<file path="config.mk">
export PLATFORM = sky130hd
export DESIGN_NAME = coo_encoder
export DESIGN_NICKNAME = d
export VERILOG_FILES = /design/src/rtl/coo_encoder.sv
export SDC_FILE = /design/constraint.sdc
export NUM_CORES = 1
export LEC_CHECK = 0
export ABC_AREA = 1
export BUFFER_PORTS_ARGS = -buffer_cell sky130_fd_sc_hd__clkbuf_2
export CELL_PAD_IN_SITES_DETAIL_PLACEMENT = 1
export CELL_PAD_IN_SITES_GLOBAL_PLACEMENT = 2
export CORE_MARGIN = 3
export CORE_UTILIZATION = 32
export DETAILED_ROUTE_END_ITERATION = 16
export HOLD_SLACK_MARGIN = 0.05
export PLACE_DENSITY = 0.91
export SETUP_SLACK_MARGIN = 0.1
export SYNTH_ARGS = -nofsm -noshare
export SYNTH_HDL_FRONTEND = slang
export SYNTH_SLANG_ARGS = --single-unit
</file>
<file path="constraint.sdc">
create_clock -name clk -period 2.1 [get_ports clk]
set_input_delay 0.315 -clock clk [delete_from_list [all_inputs] [get_ports clk]]
set_output_delay 0.315 -clock clk [all_outputs]
set_load 0.05 [all_outputs]
</file>
<file path="src/rtl/coo_encoder.sv">
// coo_encoder
//   Streams an 8x8 dense FP8 matrix (row-major, one element per accepted beat)
//   and packs its nonzero elements into a coordinate-list (COO) buffer of
//   MAX_NNZ entries. Once all 64 positions have been seen, the buffer is
//   frozen (done=1) until the downstream consumer acknowledges it.
//
// Ports
//   clk        : sole clock, rising edge
//   rst_n      : asynchronous active-low reset
//   in_valid   : upstream element present
//   in_ready   : encoder accepts an element this cycle (FILL state)
//   in_data    : FP8 element {sign, exp[3:0], mant[2:0]}
//   out_ack    : consumer has taken the buffer (honoured only while done=1)
//   done       : buffer holds a complete encoded matrix (HOLD state)
//   coo_data   : per-entry element value
//   coo_row    : per-entry row index
//   coo_col    : per-entry column index
//   coo_valid  : per-entry valid flag; entries nnz..MAX_NNZ-1 read 0
//   nnz        : number of valid entries
//   overflow   : sticky, more nonzeros arrived than the buffer holds
//
// Build option
//   COO_SUBNORM_FLUSH_EN : when defined, any element whose exponent field is
//                          zero (zeros and subnormals) is treated as zero.

module coo_encoder #(
  parameter int MAX_NNZ = 32
) (
  input  logic       clk,
  input  logic       rst_n,
  input  logic       in_valid,
  output logic       in_ready,
  input  logic [7:0] in_data,
  input  logic       out_ack,
  output logic       done,
  output logic [7:0] coo_data  [MAX_NNZ],
  output logic [2:0] coo_row   [MAX_NNZ],
  output logic [2:0] coo_col   [MAX_NNZ],
  output logic       coo_valid [MAX_NNZ],
  output logic [6:0] nnz,
  output logic       overflow
);

  localparam logic [6:0] MAX_NNZ_W = 7'(MAX_NNZ);

  typedef enum logic {
    FILL = 1'b0,
    HOLD = 1'b1
  } state_t;

  state_t     state_q, state_d;
  logic [5:0] pos_q, pos_d;
  logic [6:0] nnz_q, nnz_d;
  logic       overflow_q, overflow_d;

  logic is_zero;
  logic accept;
  logic store;
  logic clear;

  // Zero classification; the sign bit never matters.
`ifdef COO_SUBNORM_FLUSH_EN
  assign is_zero = (in_data[6:3] == 4'd0);
`else
  assign is_zero = (in_data[6:0] == 7'd0);
`endif

  assign accept = in_valid && (state_q == FILL);
  // A nonzero that finds the buffer full is dropped and only raises overflow.
  assign store  = accept && !is_zero && (nnz_q < MAX_NNZ_W);
  assign clear  = (state_q == HOLD) && out_ack;

  always_comb begin
    state_d    = state_q;
    pos_d      = pos_q;
    nnz_d      = nnz_q;
    overflow_d = overflow_q;
    if (clear) begin
      state_d    = FILL;
      nnz_d      = 7'd0;
      overflow_d = 1'b0;
    end else if (accept) begin
      // pos wraps naturally from 63 to 0 on the last element.
      pos_d = pos_q + 6'd1;
      if (store) begin
        nnz_d = nnz_q + 7'd1;
      end else if (!is_zero) begin
        overflow_d = 1'b1;
      end
      if (pos_q == 6'd63) begin
        state_d = HOLD;
      end
    end
  end

  // FSM and control state; in_ready/done decode directly from the state flop
  // so both are registered.
  always_ff @(posedge clk or negedge rst_n) begin
    if (!rst_n) begin
      state_q    <= FILL;
      pos_q      <= 6'd0;
      nnz_q      <= 7'd0;
      overflow_q <= 1'b0;
    end else begin
      state_q    <= state_d;
      pos_q      <= pos_d;
      nnz_q      <= nnz_d;
      overflow_q <= overflow_d;
    end
  end

  assign in_ready = (state_q == FILL);
  assign done     = (state_q == HOLD);
  assign nnz      = nnz_q;
  assign overflow = overflow_q;

  // One storage slot per buffer entry. Slot gi is written only when it is the
  // next free index, which keeps entries packed in ascending order.
  for (genvar gi = 0; gi < MAX_NNZ; gi++) begin : g_entry
    logic [7:0] data_q, data_d;
    logic [2:0] row_q, row_d;
    logic [2:0] col_q, col_d;
    logic       valid_q, valid_d;

    always_comb begin
      data_d  = data_q;
      row_d   = row_q;
      col_d   = col_q;
      valid_d = valid_q;
      if (clear) begin
        valid_d = 1'b0;
      end else if (store && (nnz_q == 7'(gi))) begin
        data_d  = in_data;
        row_d   = pos_q[5:3];
        col_d   = pos_q[2:0];
        valid_d = 1'b1;
      end
    end

    always_ff @(posedge clk or negedge rst_n) begin
      if (!rst_n) begin
        data_q  <= 8'd0;
        row_q   <= 3'd0;
        col_q   <= 3'd0;
        valid_q <= 1'b0;
      end else begin
        data_q  <= data_d;
        row_q   <= row_d;
        col_q   <= col_d;
        valid_q <= valid_d;
      end
    end

    assign coo_data[gi]  = data_q;
    assign coo_row[gi]   = row_q;
    assign coo_col[gi]   = col_q;
    assign coo_valid[gi] = valid_q;
  end

endmodule
</file>
### Word level (Yosys, flattened, before mapping)

Cells that the tools add are included.

| word-level totals | value |
|---|---|
| register bits after elaboration | 495 |
| memories | 0 |
| RAM bits | 0 |
| memory bits (read-only) | 0 |
| word-level logic and storage cells | 355 |
| latch bits | 0 |
| input port bits | 12 |

| cells by class | value |
|---|---|
| shift-type cells | 0 |
| $mul | 0 |
| reduce and logical (&&, ||, !) cells | 110 |
| order comparisons | 1 |
| divide/modulo/power cells | 0 |
| muxes and demuxes | 74 |
| equal/unequal tests | 34 |
| bitwise operators | 2 |
| $add $sub $neg | 2 |

Operators with widths:

| kind | number |
|---|---|
| $eq A7 B5 Y1 const B | 16 |
| $mux W1 | 71 |
| $reduce_and A2 Y1 | 35 |
| $reduce_bool A2 Y1 | 35 |
| $eq A7 B4 Y1 const B | 8 |
| $logic_and A1 B1 Y1 | 36 |
| $eq A7 B3 Y1 const B | 4 |
| $mux W7 | 3 |
| $eq A7 B2 Y1 const B | 2 |
| $logic_not A7 Y1 | 2 |
| $add A7 B1 Y7 const B | 1 |
| $eq A7 B1 Y1 const B | 1 |
| $lt A7 B6 Y1 const B | 1 |
| $add A6 B1 Y6 const B | 1 |
| $eq A6 B6 Y1 const B | 1 |
| $ne A2 B1 Y1 const B | 2 |
| $reduce_and A3 Y1 | 1 |
| $not A1 Y1 | 2 |
| $logic_not A1 Y1 | 1 |

### Depth between registers and ports, before layout

| logic depth | value |
|---|---|
| depth after elaboration | 7 |
| mapped depth | 10 |
| mapped depth without buffers | 8 |

### Worst setup path after synthesis

No wires, ideal clock.

| timing | value |
|---|---|
| kind | register -> register |
| from | register state_q (netlist: done) |
| to | register g_entry[28].col_q[1] |
| setup time | 66 ps |
| setup slack | 26 ps |
| arrival | 2008 ps |
| buffers on the path | 3 |
| stages on the path, launching flop included | 9 |
| data required time | 2034 ps |
| cells stage by stage | dfrtp_1 > inv_1 > nand2_2 > nor2_4 > buf_6 > buf_6 > buf_2 > nand3_1 > nand2_1 |

| between the ends | value |
|---|---|
| word-level cells in the longest chain between the ends | 6 |
| elaborated cells between the ends (all ways) | 8 |

Ends and longest elaborated chain:

| item | line | RTL |
|---|---|---|
| from (decl) | 51 | `state_t state_q, state_d;` |
| from (signal assigned) | 105 | `state_q <= state_d;` |
| $not A1 Y1 | -- |  |
| via in_ready | 32 | `output logic in_ready,` |
| $logic_and A1 B1 Y1 | 68 | `assign accept = in_valid && (state_q == FILL);` |
| $logic_and A1 B1 Y1 (2 in series) | 70 | `assign store = accept && !is_zero && (nnz_q < MAX_NNZ_W);` |
| $logic_and A1 B1 Y1 | 132 | `end else if (store && (nnz_q == 7'(gi))) begin` |
| $reduce_and A2 Y1 (no source line) | -- |  |
| to (signal assigned) | 149 | `col_q <= col_d;` |
| to (decl) | 122 | `logic [2:0] col_q, col_d;` |

The timed path passes the listed nets, and every way through them passes these cells.
A chain may end at the register's enable or synchronous reset.

### Worst setup path after layout

| timing | value |
|---|---|
| from | register nnz_q[3] (netlist: nnz[3]) |
| to | output port nnz[3] |

RTL lines:

| item | line | RTL |
|---|---|---|
| from (decl) | 53 | `logic [6:0] nnz_q, nnz_d;` |
| from (signal assigned) | 107 | `nnz_q <= nnz_d;` |
| to (decl) | 40 | `output logic [6:0] nnz,` |

No word-level cell between the ends.

==> summary by stage <==
Floorplan
The die area is 72,700 um^2. The initial standard-cell utilization of the core is 32.4%. The region available for standard cell placement spans 68,700 um^2. The overall die height is 270 um. The number of placed I/O pins is 502.

Row generation in the floorplan step produced 96 rows. The horizontal die dimension is 270 um.

Cells and area
The area of the multi-input gates is 7320 um^2. The finished cells cover 27,700 um^2. The utilization of the core after routing is 40.3%. From synthesis to final layout, the design area changed by 24.5%. The sequential cell area in the final layout is 12,400 um^2. The final-layout fill cell count is 8,366. The ratio of cells with drive above 1 in the final layout is 26.3%. The final-stage net count is 3,089.

Timing
Summed over all failing endpoints, the final setup total negative slack is 0 ns. The final setup skew is 0.0230 ns. The worst path in the final design needs a cycle of 1.96 ns, including I/O delays and setup. Of the available clock period, the critical path in the final layout requires 93.2%. The count of endpoints failing setup in the final report is 0. The final number of hold-violating endpoints is 0. For this run, the top clock speed supported by timing is 511 MHz. Headroom to the max-slew limit came out at 56.3%. Setup repair after global routing could not meet its margin everywhere.

Hold timing on the final database bottoms out at a slack of 0.106 ns. For the pin with the worst max-slew slack, the measured transition is 0.654 ns. The count of pins over their slew limit is 0.

Route
The number of iterations in the first detailed-routing pass is 5. The detailed router's first-iteration violation count is 1,307. For this block, the via count after detailed routing is 19.1k. The detailed-route wire length per cell is 21.4 um. The wire length after detailed routing is 86.5 mm. In the routed design, unresolved DRC markers number 0. The detail route stage leaves a number of antenna-violating nets equal to 0. After detailed routing, the number of vias per cell comes to 4.72.

Clocking
The number of CTS-inserted buffers is 56. Clock-pin slew was measured on the worst setup and hold paths at 0.06 ns. The number of H-tree levels is 2. The number of sinks on the clock net is 495. The clock passes through at most 3 buffers. The clock insertion delay at the later pin of the skew report is 0.61 ns. TritonCTS built the clock tree. The cell sitting at the root of the clock tree is a sky130_fd_sc_hd__clkbuf_16.

Power
The worst-case IR drop observed on VDD is 1210 uV. The power per unit of standard cell area is 995 nW/um^2. The leakage power summed over all cells is 0.0165 uW. Overall power consumption after layout is estimated at 27,600 uW.

Synth
The number of instances in the synthesized netlist is 2,595. After synthesis, flip-flops and latches occupy 55.7% of the total area. The synthesized design devotes to its leading area cell type 55.7% of total area. Yosys attributes the largest share of cell area to sky130_fd_sc_hd__dfrtp_1 (56%), sky130_fd_sc_hd__nand2_1 (17%), sky130_fd_sc_hd__nand3_1 (10%).

The average cell area after synthesis is 8.58 um^2. The synthesized design contains 495 register bits. The synthesized netlist occupies a cell area of 22,300 um^2. The total of warnings raised by yosys is 0. After synthesis, the netlist uses 28 different library cells. The number of nets in the synthesized netlist is 2,612.

The largest area contributor in the netlist is sky130_fd_sc_hd__dfrtp_1.

Worst setup path
The worst setup path category is flop to primary output. The worst endpoint data arrival time is 1.64 ns. The required time at the endpoint of the critical path is 1.78 ns. The kind of launch point of the worst setup path is a flop.

In this run the worst path has a maximum fanout of 8. The type of destination of the critical path is a primary output. The category of cells accounting for the largest share of critical-path delay is flip-flops. The worst stage delay on the critical path is 0.56 ns. Together, buffers and inverters on the worst path number 2.

Walking the worst path, the cells encountered are buf_4, clkbuf_4. Among all stages on the critical path, the largest delay is contributed by sky130_fd_sc_hd__dfrtp_1.

Placement
The congestion estimate from routability-driven global placement came to 0.801. Once placement finished, the instance area stood at 25,500 um^2. The count of buffers from port buffering is 501. The half-perimeter wire length after placement is 58.1 mm.

Min path
The kind of path behind the tightest hold check is primary input to flop.

Global route
The overall overflow remaining after global route is 0. The first global-routing pass estimated 130 mm of wire. The initial antenna violation count came to 5. The number of global-route vias before repair is 19.9k. The maximum number of pins on one net before global-route repair is 90. The total routing resource utilization after global routing is 23.3%.

Outcome
The flow ran to the end, and the final reports show no timing, DRC or antenna violations.

Job
The tool flagged a number of max-cap violations equal to 0.
[cells by family after synthesis]
kind of cell | after synthesis | share of synthesized area [%]
buffers and inverters | 544 | 11.8
and+or+nand+nor | 1543 | 32.0
xor gates and xnor gates | 5 | 0.197
DFF | 495 | 55.7
adders and majority gates | 5 | 0.281
AOI/OAI and AO/OA | 3 | 0.0674
[layout by cell type (no fill, tap or decap), drive strengths merged, types with 4 or more instances in the layout]
master | Yosys | routed
nand4 | 4 | 4
bufinv | 0 | 5
xor2 | 5 | 5
dfrtp | 495 | 495
inv | 342 | 344
nand2 | 1015 | 1015
nor2 | 43 | 43
buf | 159 | 117
clkinv | 0 | 15
ha | 5 | 5
nand3 | 479 | 479
clkbuf | 43 | 576
[per-stage QoR]
| step | worst slack (ns) | cells |
|---|---|---|
| finish | 0.142 | 4043 |
| floorplan | 0.237 | 2595 |
| global placement | 0.130 | 3926 |
| global route | 0.0592 | 4043 |
| detailed placement | 0.0639 | 3926 |
| CTS | 0.0849 | 4027 |
[area by class of cell]
type	count	area share [%]
sequential	495	44.7
clock buffer	74	5.85
inverter	342	4.66
tap	931	4.20
antenna	1	0.00903
multi-input combinational	1556	26.4
timing repair buffer	621	13.2
clock inverter	23	0.921
[per-layer routing]
metal	up-vias	track usage (%)	routed length [um]
met4	8	6.59	2310
met1	9635	30.2	37000
met5	-	0	46
li1	8818	-	-
met2	501	39.8	42500
met3	139	4.32	4530
[worst min-delay path: stages]
cell and delay [ns]:
sky130_fd_sc_hd__clkbuf_2 0.12, sky130_fd_sc_hd__nand2_2 0.14, sky130_fd_sc_hd__xor2_1 0.08
[worst paths after layout]
check	startpoint	to	slack (ns)	cells after the start
max	nnz[3]$_DFFE_PN0P_	nnz[3]	0.14	2
min	in_valid	pos_q[0]$_DFFE_PN0P_	0.11	3
max reg2reg	nnz[1]$_DFFE_PN0P_	g_entry[8].col_q[2]$_DFFE_PN0P_	0.21	8
min reg2reg	g_entry[11].data_q[1]$_DFFE_PN0P_	g_entry[11].data_q[1]$_DFFE_PN0P_	0.47	2
max in group asynchronous	rst_n	nnz[0]$_DFFE_PN0P_	1.03	3
min in group asynchronous	rst_n	g_entry[3].data_q[4]$_DFFE_PN0P_	0.24	2
[cell usage after synthesis (all sizes together)]
| cell | number |
|---|---|
| nand2 | 1015 |
| dfrtp | 495 |
| nand3 | 479 |
| inv | 342 |
| buf | 159 |
| clkbuf | 43 |
| nor2 | 43 |
| ha | 5 |
| xor2 | 5 |
| nand4 | 4 |
| nor3 | 2 |
| o21ai | 2 |
| a21oi | 1 |
[flip-flops by register name, indices dropped and copies added, names as in the netlist]
signal           cells
nnz                  7
done                 1
g_entry.col_q       96
pos_q                6
g_entry.row_q       96
g_entry.valid_q     32
g_entry.data_q     256
overflow             1
[where the power goes]
group	switching, uW	internal, uW	total [uW]
sequential	576	10200	10700
combinational	5400	1330	6730
clock	4120	5990	10100
total	10100	17500	27600
[repair_timing]
| item | CTS | global route |
|---|---|---|
| gates resized for setup | 3 | 17 |
| setup endpoints to repair | 20 | 271 |
| endpoints found under the hold margin | 94 | 0 |
| gates cloned | 0 | 2 |
| hold buffers | 2 | 0 |
| pin swaps | 1 | 1 |
| setup buffers | 2 | 13 |
Note: power is estimated with default switching activity, not from simulation.
